<file path="config.mk">
export PLATFORM = sky130hd
export DESIGN_NAME = pipe_skid_stage_flat
export DESIGN_NICKNAME = d
export VERILOG_FILES = /design/src/rtl/pipe_skid_stage_if.sv /design/src/rtl/pipe_skid_stage.sv /design/src/flat_wrapper.sv
export SDC_FILE = /design/constraint.sdc
export NUM_CORES = 1
export LEC_CHECK = 0
export CORE_MARGIN = 4
export CORE_UTILIZATION = 35
export CTS_CLUSTER_DIAMETER = 120
export CTS_CLUSTER_SIZE = 28
export DETAILED_ROUTE_END_ITERATION = 10
export DONT_BUFFER_PORTS = 1
export PLACE_DENSITY = 0.49
export RECOVER_POWER = 25
export SYNTH_ARGS = -nofsm -noshare
export SYNTH_HDL_FRONTEND = slang
export SYNTH_SLANG_ARGS = --single-unit
</file>
<file path="constraint.sdc">
create_clock -name CLOCK -period 1.8 [get_ports CLOCK]
set_input_delay 0.27 -clock CLOCK [delete_from_list [all_inputs] [get_ports CLOCK]]
set_output_delay 0.27 -clock CLOCK [all_outputs]
set_load 0.1 [all_outputs]
</file>
<file path="src/rtl/pipe_skid_stage_if.sv">
// Valid/ready handshake bundle for pipe_skid_stage: upstream (in_*) and downstream (out_*) sides.
// slave = the stage itself, master = the environment driving it.
interface pipe_skid_stage_if #(
    parameter int DATA_W = 32
);
    logic              in_valid;
    logic              in_ready;
    logic [DATA_W-1:0] in_data;
    logic              out_valid;
    logic              out_ready;
    logic [DATA_W-1:0] out_data;

    modport slave (
        input  in_valid,
        input  in_data,
        input  out_ready,
        output in_ready,
        output out_valid,
        output out_data
    );

    modport master (
        output in_valid,
        output in_data,
        output out_ready,
        input  in_ready,
        input  out_valid,
        input  out_data
    );
endinterface

</file>
<file path="src/rtl/pipe_skid_stage.sv">
// Elastic pipeline stage: main + skid register, valid/ready on both sides, FLUSH inserts a bubble.
// Optional macro PIPE_ZERO_BUBBLE_EN zeroes payload registers whenever they stop holding a valid entry.
module pipe_skid_stage #(
    parameter int                DATA_W    = 32,
    parameter logic [DATA_W-1:0] RESET_VAL = '0
) (
    input  logic                    CLOCK,
    input  logic                    RESET,
    input  logic                    FLUSH,
    pipe_skid_stage_if.slave        bus,
    output logic [1:0]              occupancy
);

    typedef enum logic [1:0] {
        ST_EMPTY = 2'd0,
        ST_ONE   = 2'd1,
        ST_FULL  = 2'd2
    } state_e;

    state_e            state_q, state_d;
    logic [DATA_W-1:0] main_q, main_d;
    logic [DATA_W-1:0] skid_q, skid_d;

    logic in_ready_w;
    logic out_valid_w;
    logic in_fire;
    logic out_fire;

    // Handshake flags come only from registered state, so no combinational path crosses the stage.
    assign in_ready_w  = (state_q != ST_FULL);
    assign out_valid_w = (state_q != ST_EMPTY);
    assign in_fire     = bus.in_valid & in_ready_w;
    assign out_fire    = out_valid_w & bus.out_ready;

    assign bus.in_ready  = in_ready_w;
    assign bus.out_valid = out_valid_w;
    assign bus.out_data  = main_q;
    assign occupancy     = state_q;

    always_comb begin
        state_d = state_q;
        main_d  = main_q;
        skid_d  = skid_q;

        unique case (state_q)
            ST_EMPTY: begin
                if (in_fire) begin
                    state_d = ST_ONE;
                    main_d  = bus.in_data;
                end
            end
            ST_ONE: begin
                if (in_fire && out_fire) begin
                    main_d = bus.in_data;
                end else if (in_fire) begin
                    state_d = ST_FULL;
                    skid_d  = bus.in_data;
                end else if (out_fire) begin
                    state_d = ST_EMPTY;
`ifdef PIPE_ZERO_BUBBLE_EN
                    main_d  = '0;
`endif
                end
            end
            ST_FULL: begin
                if (out_fire) begin
                    state_d = ST_ONE;
                    main_d  = skid_q;
`ifdef PIPE_ZERO_BUBBLE_EN
                    skid_d  = '0;
`endif
                end
            end
            default: begin
                state_d = ST_EMPTY;
            end
        endcase

        // Flush discards everything, including a payload handshaken in this same cycle.
        if (FLUSH) begin
            state_d = ST_EMPTY;
`ifdef PIPE_ZERO_BUBBLE_EN
            main_d  = '0;
            skid_d  = '0;
`else
            main_d  = main_q;
            skid_d  = skid_q;
`endif
        end
    end

    always_ff @(posedge CLOCK or posedge RESET) begin
        if (RESET) begin
            state_q <= ST_EMPTY;
            main_q  <= RESET_VAL;
            skid_q  <= RESET_VAL;
        end else begin
            state_q <= state_d;
            main_q  <= main_d;
            skid_q  <= skid_d;
        end
    end

endmodule
</file>
<file path="src/flat_wrapper.sv">
// flat-port wrapper written by rule: the top's interface ports become plain ports
module pipe_skid_stage_flat 
#(
    parameter int                DATA_W    = 32,
    parameter logic [DATA_W-1:0] RESET_VAL = '0
)
  (CLOCK, RESET, FLUSH, occupancy, bus_in_valid, bus_in_data, bus_out_ready, bus_in_ready, bus_out_valid, bus_out_data);
  pipe_skid_stage_if #(.DATA_W(DATA_W)) bus_i ();
  input  logic CLOCK;
  input  logic RESET;
  input  logic FLUSH;
  output logic [1:0] occupancy;
  input wire logic [$bits(bus_i.in_valid)-1:0] bus_in_valid;
  input wire logic [$bits(bus_i.in_data)-1:0] bus_in_data;
  input wire logic [$bits(bus_i.out_ready)-1:0] bus_out_ready;
  output wire logic [$bits(bus_i.in_ready)-1:0] bus_in_ready;
  output wire logic [$bits(bus_i.out_valid)-1:0] bus_out_valid;
  output wire logic [$bits(bus_i.out_data)-1:0] bus_out_data;
  assign bus_i.in_valid = bus_in_valid;
  assign bus_i.in_data = bus_in_data;
  assign bus_i.out_ready = bus_out_ready;
  assign bus_in_ready = bus_i.in_ready;
  assign bus_out_valid = bus_i.out_valid;
  assign bus_out_data = bus_i.out_data;
  pipe_skid_stage #(.DATA_W(DATA_W), .RESET_VAL(RESET_VAL)) u_core (.CLOCK(CLOCK), .RESET(RESET), .FLUSH(FLUSH), .bus(bus_i), .occupancy(occupancy));
endmodule
</file>
Word level (Yosys, flattened, before mapping)
Cells that the tools add are included.
W data, S select, Z words.
{"block": "word_totals", "register_bits": 66, "inputBits": 37, "elab_cells": 35}
{"block": "classes", "eq_ne": 10, "muxes": 11, "bitwise": 4, "n_reduce_logical": 7}
{"cell": "$mux W32", "count": 3}
{"cell": "$pmux W32 S3", "count": 1}
{"cell": "$mux W2", "count": 6}
{"cell": "$reduce_and A4 Y1", "count": 2}
{"cell": "$ne A2 B1 Y1 const B", "count": 3}
{"cell": "$ne A3 B2 Y1 const B", "count": 2}
{"cell": "$pmux W2 S3", "count": 1}
{"cell": "$reduce_and A5 Y1", "count": 1}
{"cell": "$ne A4 B2 Y1 const B", "count": 1}
{"cell": "$ne A3 B3 Y1 const B", "count": 1}
{"cell": "$reduce_bool A3 Y1", "count": 1}
{"cell": "$and A1 B1 Y1", "count": 2}
{"cell": "$eq A2 B1 Y1 const B", "count": 1}
{"cell": "$eq A2 B2 Y1 const B", "count": 1}
{"cell": "$logic_not A2 Y1", "count": 1}
{"cell": "$ne A2 B2 Y1 const B", "count": 1}
{"cell": "$not A1 Y1", "count": 2}
{"cell": "$reduce_bool A2 Y1", "count": 1}
{"cell": "$logic_and A1 B1 Y1", "count": 1}

Logic depth before layout (Yosys ltp)
Gate-level depths: netlist (run 1).
{"block": "depth", "word_depth": 7, "ltp_mapped": 5}

Worst setup path before layout (run 1)
OpenSTA, ideal clock, no wires.
{"block": "synth_timing", "path_kind": "reg2reg", "startpoint": "reg u_core.state_q[0] (netlist: u_core.occupancy[0])", "endpoint": "reg u_core.main_q[0] (netlist: u_core.bus.out_data[0])", "setup_ns": 0.126, "arrival_ns": 2.294, "required_time_ns": 1.674, "path_slack_ns": -0.620, "path_stages_with_launch": 6, "path_buffers": 2, "path_cell_list": "dfrtp_1 > nand2b_1 > buf_2 > buf_6 > mux2_2 > mux2_4"}
{"block": "synth_between", "elab_chain_cells": 5}
{"element": "from (decl)", "line_no": "pipe_skid_stage.sv:20", "source": "state_e state_q, state_d;"}
{"element": "from (signal assigned)", "line_no": "pipe_skid_stage.sv:98", "source": "state_q <= state_d;"}
{"element": "$ne A2 B2 Y1 *", "line_no": "pipe_skid_stage.sv:30", "source": "assign in_ready_w = (state_q != ST_FULL);"}
{"element": "net bus_in_ready", "line_no": "flat_wrapper.sv:16", "source": "output wire logic [$bits(bus_i.in_ready)-1:0] bus_in_ready;"}
{"element": "$and A1 B1 Y1 *", "line_no": "pipe_skid_stage.sv:32", "source": "assign in_fire = bus.in_valid & in_ready_w;"}
{"element": "$logic_and A1 B1 Y1", "line_no": "pipe_skid_stage.sv:53", "source": "if (in_fire && out_fire) begin"}
{"element": "$ne A2 B1 Y1 (no source line)"}
{"element": "$reduce_and A5 Y1 (no source line) *"}
{"element": "to (signal assigned)", "line_no": "pipe_skid_stage.sv:99", "source": "main_q <= main_d;"}
{"element": "to (decl)", "line_no": "pipe_skid_stage.sv:21", "source": "logic [DATA_W-1:0] main_q, main_d;"}
The timed path passes the listed nets; every way through them passes the cells marked *.
A chain may end at the register's enable or synchronous reset.

Worst setup path in the final report (run 1)
{"block": "layout_timing", "startpoint": "reg u_core.state_q[1] (netlist: u_core.occupancy[1])", "endpoint": "out bus_out_valid"}
{"block": "layout_between", "elab_chain_cells": 1}
{"element": "$reduce_bool A2 Y1", "line_no": "pipe_skid_stage.sv:31", "source": "assign out_valid_w = (state_q != ST_EMPTY);"}
{"element": "to (decl)", "line_no": "flat_wrapper.sv:17", "source": "output wire logic [$bits(bus_i.out_valid)-1:0] bus_out_valid;"}
Every way passes these cells.

==> flow_summary_export.csv, run 1 <==
group,metric,value,unit
status,run_status,"finished, final reports clean",
place,dp_cells,325,
synth,synth.ff_latch_count,66,
clocking,numCtsBuffers,9,
finish,drive_gt1_frac,0.692,
floorplan,dieArea,10400,sq um
clocking,clk_latency,340,ps
global_route,antenna_found_initial,0,
floorplan,die_y,102,um
drt,via_count,1682,
finish,diodes,0,
global_route,grt_pass1_vias,1913,
timing,fin_worst_skew,6.96,ps
floorplan,chipWidth,102,um
synth,syn_nets,225,
pwr,p_leak,1.70,nW
floorplan,num_rows,33,
hold_path,hold_class,"input port to flip-flop",
drt,wl_met3,633,um
finish,seqCellArea,1660,sq um
timing,fmax,571,MHz
synth,syn_area_per_cell,16.4,sq um
pwr,p_total,0.00581,W
timing,hold_ws,76.4,ps
drt,first_iter_violations,28,
drt,antenna_left,0,
timing,drv_slew,0,
pwr,vdd_drop_max,476,uV
critical_path,worstPathRequired,1530,ps
drt,routed_wirelength,6310,um
synth,synth_cell_types,20,
drt,first_pass_iters,4,
floorplan,initial_utilization,0.368,
finish,multi_input_area,1320,sq um
synth,postSynthCellCount,188,
synth,synth_warnings,0,
synth,yosys.area.top_type,"dfrtp_1",
clocking,clock-root-buffer,"clkbuf_8",
drt,viasPerCell,4.92,
finish,nets,269,
timing,hold_violations,0,
flow_run,max_cap_violations,0,
timing,tightestPinTransition,978,ps
drt,wl_per_cell,18.4,um
pwr,power.density,1550,nW/um^2
finish,fillers,749,
global_route,overflow,0,
global_route,grt_use_total,0.129,
critical_path,worstSetupPathType,"flip-flop to primary output",
finish,utilization,0.446,
drt,routed.top_layer,"met4",
critical_path,critPathLaunchType,"flip-flop",
clocking,cts.sinks,66,
global_route,grt_max_degree,40,
clocking,cts_buffer_depth,2,
drt,drc_errors,0,
floorplan,ioPinCount,73,
drt,wl_met2,3210,um
place,dp_hpwl,4470,um
finish,finalNonFillerCells,342,
timing,min_period,1750,ps
drt,drt-met1-wl,2370,um
timing,fin_crit_sh,0.973,
timing,rsz0062_at_grt,"no",
clocking,htree_levels,3,
critical_path,worstPathArrival,1480,ps
global_route,grt_pass1_wl,9990,um
finish,areaGrowthSynthToFinish,21.1,%
synth,synth_area_leaders,"dfrtp_1 (54%), mux2_2 (24%), mux2_4 (15%)",
clocking,cts_tree,"done",
critical_path,worst-path-max-fanout,5,
clocking,clkSlewWorstSetupHoldPaths,80,ps
place,io_buffer_count,0,
floorplan,coreArea,8380,sq um
timing,finalSetupViolCount,0,
synth,ys_seq_area_frac,0.536,
timing,slew-limit-headroom,0.348,
place,gp_congestion,0.813,
synth,yosysTopAreaCellShare,0.536,
critical_path,worst_setup_path_end_kind,"primary output",
synth,syn_area,3080,sq um
## layout by cell type, fill, tap and decap left out, types with 2 or more instances in the layout
cell / count
nand2_1: 2
bufinv_16: 4
mux2_4: 30
mux2_2: 66
buf_12: 2
dfrtp_1: 64
nor2_1: 2
clkbuf_2: 2
clkbuf_8: 10
buf_4: 37
dfrtp_4: 2
## stage by stage
step                setup TNS [ps]  cell area [sq um]  setup slack (ps)
floorplan                    -1500               3110             -57.3
global placement                 0               3470               134
detailed placement               0               3470              59.5
CTS                              0               3750              29.9
global route                     0               3730              6.55
finish                           0               3730              49.4
## power breakdown
part / leakage, nW / switching, W / internal (W) / total (W)
Clock: 0.134 / 0.000552 / 0.00110 / 0.00165
Sequential: 0.793 / 0.000165 / 0.00185 / 0.00201
Combinational: 0.773 / 0.00151 / 0.000639 / 0.00214
## Yosys cell counts
master / count
dfrtp_1: 66
mux2_2: 66
mux2_4: 30
buf_2: 4
buf_12: 3
buf_6: 3
nand2_1: 2
nor2_1: 2
a21boi_0: 1
a21oi_1: 1
and2b_2: 1
inv_1: 1
mux2i_1: 1
nand2b_1: 1
nand3_1: 1
nand4bb_2: 1
o21ba_2: 1
o31ai_4: 1
or2_2: 1
or3b_2: 1
## area by class of cell
| cell class | count | area share |
|---|---|---|
| sequential | 66 | 0.444 |
| multi-input combinational | 111 | 0.354 |
| timing repair buffer | 43 | 0.0935 |
| clock buffer | 11 | 0.0379 |
| tap | 105 | 0.0352 |
| clock inverter | 5 | 0.0335 |
| inverter | 1 | 0.00134 |
## per-layer routing
metal / vias to the layer above / GRT usage
li1: 757 / -
met2: 53 / 0.205
met3: 7 / 0.0676
met1: 865 / 0.149
met4: 0 / 0.0464
met5: - / 0
## worst paths after layout
path / endpoint / from / cells after the start / slack [ps]
max: bus_out_valid / u_core.occupancy[1] / 2 / 50
min: u_core.skid_q[6] / bus_in_data[6] / 1 / 80
max reg2reg: u_core.bus.out_data[14] / u_core.occupancy[0] / 4 / 110
min reg2reg: u_core.skid_q[15] / u_core.skid_q[15] / 1 / 500
max in group asynchronous: u_core.occupancy[1] / RESET / 3 / 300
min in group asynchronous: u_core.bus.out_data[26] / RESET / 2 / 280
## critical path: stages (launching register included)
cell     delay [ps]
dfrtp_4         510
buf_4           250
or2_4           390
## flip-flops by register name (all words and copies together) (netlist names)
name,flops
u_core.bus.out_data,32
u_core.skid_q,32
u_core.occupancy,2
## timing repair
action	in CTS	in global routing
gates cloned	0	0
resized for setup	1	1
hold buffers	1	0
hold endpoints to repair	66	0
setup endpoints to repair	1	3
buffers inserted	0	0
## cell families (layout without fill, tap and decap cells)
| family | after synthesis | after routing | synth area share |
|---|---|---|---|
| multiplexers | 97 | 97 | 0.390 |
| flip-flops | 66 | 66 | 0.536 |
| buffers and inverters | 11 | 60 | 0.0381 |
| AND/OR/NAND/NOR | 10 | 10 | 0.0215 |
| AO/OA/AOI/OAI | 4 | 4 | 0.0142 |
Note: power is estimated with default switching activity, not from simulation.
==> run 2: changes to the inputs <==
--- a/config.mk
+++ b/config.mk
@@ -5,7 +5,7 @@
 export SDC_FILE = /design/constraint.sdc
 export NUM_CORES = 1
 export LEC_CHECK = 0
-export CORE_MARGIN = 4
+export ABC_AREA = 1
 export CORE_UTILIZATION = 35
 export CTS_CLUSTER_DIAMETER = 120
 export CTS_CLUSTER_SIZE = 28
==> run 2 against run 1 <==
Net effect:
- wire length rose by 27%
- maximum frequency rose by 5.2%
- largest power group unchanged
- clock power fell by 35%
- global-route usage rose by 6.4 points
- count of clock-buffer cells in the layout rose by 2
- critical endpoint is now bus_in_ready
- sequential power rose by 18%
- die area fell by 10%
==> flow_summary_export.csv, run 2 <==
group,metric,value,unit
critical_path,worst_setup_path_end_kind,"primary output",
synth,yosys.area.top_type,"dfrtp_1",
finish,layout_commonest_cell,"nand2_1",
finish,final_cell_mix,"nand2_1 (188), nand3_1 (89), dfrtp_1 (64)",
clocking,numCtsBuffers,9,
timing,tightestPinTransition,877,ps
floorplan,die_y,96.4,um
clocking,cts.sinks,66,
global_route,overflow,0,
finish,diodes,0,
place,dp_hpwl,5440,um
pwr,pwr-share-clk,0.148,
critical_path,worstPathRequired,1530,ps
finish,final_cell_area,3760,sq um
flow_run,max_cap_violations,0,
timing,drv_slew,0,
drt,routed_wirelength,8030,um
floorplan,dieArea,9290,sq um
global_route,antenna_found_initial,0,
global_route,grt_max_degree,36,
pwr,power_switching,0.00381,W
synth,yosys-top-cells-count,"nand2_1 (190), nand3_1 (89), dfrtp_1 (66)",
floorplan,ioPinCount,73,
global_route,grt_pass1_wl,13400,um
pwr,p_comb_frac,0.522,
timing,fmax,601,MHz
critical_path,worst-path-max-fanout,23,
timing,fin_worst_skew,6.48,ps
clocking,clock-root-buffer,"clkbuf_8",
pwr,p_leak,2.08,nW
clocking,postCtsSetupRepairBufs,0,
synth,synth-main-ff-cell,"dfrtp_1",
pwr,p_seq_frac,0.330,
finish,multi_input_area,1310,sq um
floorplan,initial_utilization,0.359,
pwr,p_sw_frac,0.528,
critical_path,critPathLaunchType,"flip-flop",
clocking,cts_tree,"done",
place,io_buffer_count,0,
clocking,clkSlewWorstSetupHoldPaths,70,ps
critical_path,slowest_stage,"dfrtp_2",
clocking,clk_latency,330,ps
critical_path,worstSetupPathType,"flip-flop to primary output",
timing,min_period,1660,ps
synth,syn_area,3120,sq um
pwr,power.density,1920,nW/um^2
critical_path,cp_common_cell,"buf_12",
pwr,vdd_drop_max,766,uV
synth,syn_area_per_cell,7.60,sq um
floorplan,chipWidth,96.4,um
synth,postSynthCellCount,410,
synth,yosysTopAreaCellShare,0.530,
floorplan,num_rows,34,
critical_path,cp_num_buf_inv,2,
drt,first_iter_violations,189,
drt,via_count,2725,
place,place_area,3590,sq um
clocking,htree_levels,3,
synth,synth_cell_types,15,
clocking,cts_buffer_depth,2,
status,run_status,"finished, final reports clean",
synth,synth-edff-count,0,
critical_path,critPathTopFamily,"flip-flops",
synth,synth_warnings,0,
finish,seqCellArea,1650,sq um
place,gp_congestion,0.788,
pwr,p_int,0.00341,W
timing,fin_crit_sh,0.924,
timing,finalSetupViolCount,0,
drt,viasPerCell,4.85,
place,place_ws,285,ps
finish,drive_gt1_frac,0.170,
synth,syn_nets,447,
finish,fillers,926,
hold_path,hold_class,"input port to flip-flop",
synth,async_flop_share,1.00,
critical_path,worstPathCellList,"nand2_4 > buf_12 > buf_12",
synth,ys_seq_area_frac,0.530,
drt,wl_per_cell,14.3,um
global_route,grt_pass1_vias,2734,
synth,synth_area_leaders,"dfrtp_1 (53%), nand2_1 (23%), nand3_1 (14%)",
timing,setup_slack,136,ps
synth,synth.ff_latch_count,66,
global_route,grt_use_total,0.193,
drt,antenna_left,0,
timing,slew-limit-headroom,0.415,
drt,drc_errors,0,
drt,first_pass_iters,4,
critical_path,slowest_delay,500,ps
critical_path,worstPathArrival,1390,ps
finish,nets,486,
timing,tns,0,ps
finish,areaGrowthSynthToFinish,20.7,%
timing,hold_violations,0,
synth,synth_most_common_cell,"nand2_1",
floorplan,coreArea,8680,sq um
timing,rsz0062_at_grt,"no",
## run 2: changes by cell type in the layout (fill, tap and decap cells not counted), moves of 4 or more
cell / delta
a21oi_1: +6
bufinv_16: -4
nor2_1: +6
buf_4: +11
o21ai_0: +6
inv_1: +9
mux2_4: -30
nand2_1: +186
nand3_1: +89
mux2_2: -66
## run 2: power groups by stage
stage,sequential [W],combinational [W],clock (W)
floorplan,0.00444,0.000908,0
global placement,0.00240,0.00375,0
detailed placement,0.00240,0.00379,0
CTS,0.00238,0.00380,0.00113
global route,0.00247,0.00402,0.00118
finish,0.00238,0.00376,0.00107
## run 2: worst paths after layout
kind                       depth (start not counted)  slack [ps]                 from                 endpoint
setup reg to reg                                   6         270  u_core.occupancy[1]        u_core.skid_q[29]
min in group asynchronous                          3         680                RESET  u_core.bus.out_data[26]
max in group asynchronous                          3         530                RESET        u_core.skid_q[14]
hold reg to reg                                    2         470    u_core.skid_q[14]        u_core.skid_q[14]
setup / recovery                                   3         140  u_core.occupancy[1]             bus_in_ready
hold / removal                                     2          80      bus_in_data[17]        u_core.skid_q[17]
## run 2: timing repair
item | 4_1_cts | 5_1_grt
setup endpoints to repair | 0 | 1
gates resized for setup | 0 | 2
hold buffers | 1 | 0
endpoints found under the hold margin | 66 | 0
## run 2: cell type report
class / instances / share of cell area
Sequential cell: 66 / 0.439
Multi-Input combinational cell: 305 / 0.348
Timing Repair Buffer: 55 / 0.120
Clock buffer: 13 / 0.0395
Tap cell: 108 / 0.0359
Inverter: 12 / 0.0130
Clock inverter: 3 / 0.00399
## run 2: stage by stage
stage / utilization / instances / total power, W / hold WS, ps
floorplan: - / 410 / 0.00534 / 414
global placement: 0.413 / 545 / 0.00615 / 298
detailed placement: 0.413 / 545 / 0.00619 / 297
CTS: 0.433 / 562 / 0.00730 / 55.5
global route: 0.434 / 562 / 0.00767 / 54.7
finish: 0.434 / 562 / 0.00721 / 80.0
## run 2: kinds of logic after synthesis
kind of cell | count (synthesis) | synth area share
AO/OA/AOI/OAI | 14 | 0.0233
buffers and inverters | 39 | 0.0554
AND/OR/NAND/NOR | 291 | 0.392
flip-flops | 66 | 0.530
## run 2: layer usage
layer	share of wire	vias to the layer above	wire length, um	track usage
met5	0	-	0	0
met4	0.0097	0	78	0.0846
met1	0.44	1251	3530	0.235
met3	0.072	6	582	0.0509
met2	0.48	81	3850	0.321
li1	-	1387	-	-
## run 2: worst reg2reg max path, cell delays in order, from the launching register on
cell and delay [ps]:
dfrtp_2 510, nor2_1 110, nor2_1 160, nand2_2 90
nand2_1 90, buf_4 310, o21ai_0 140
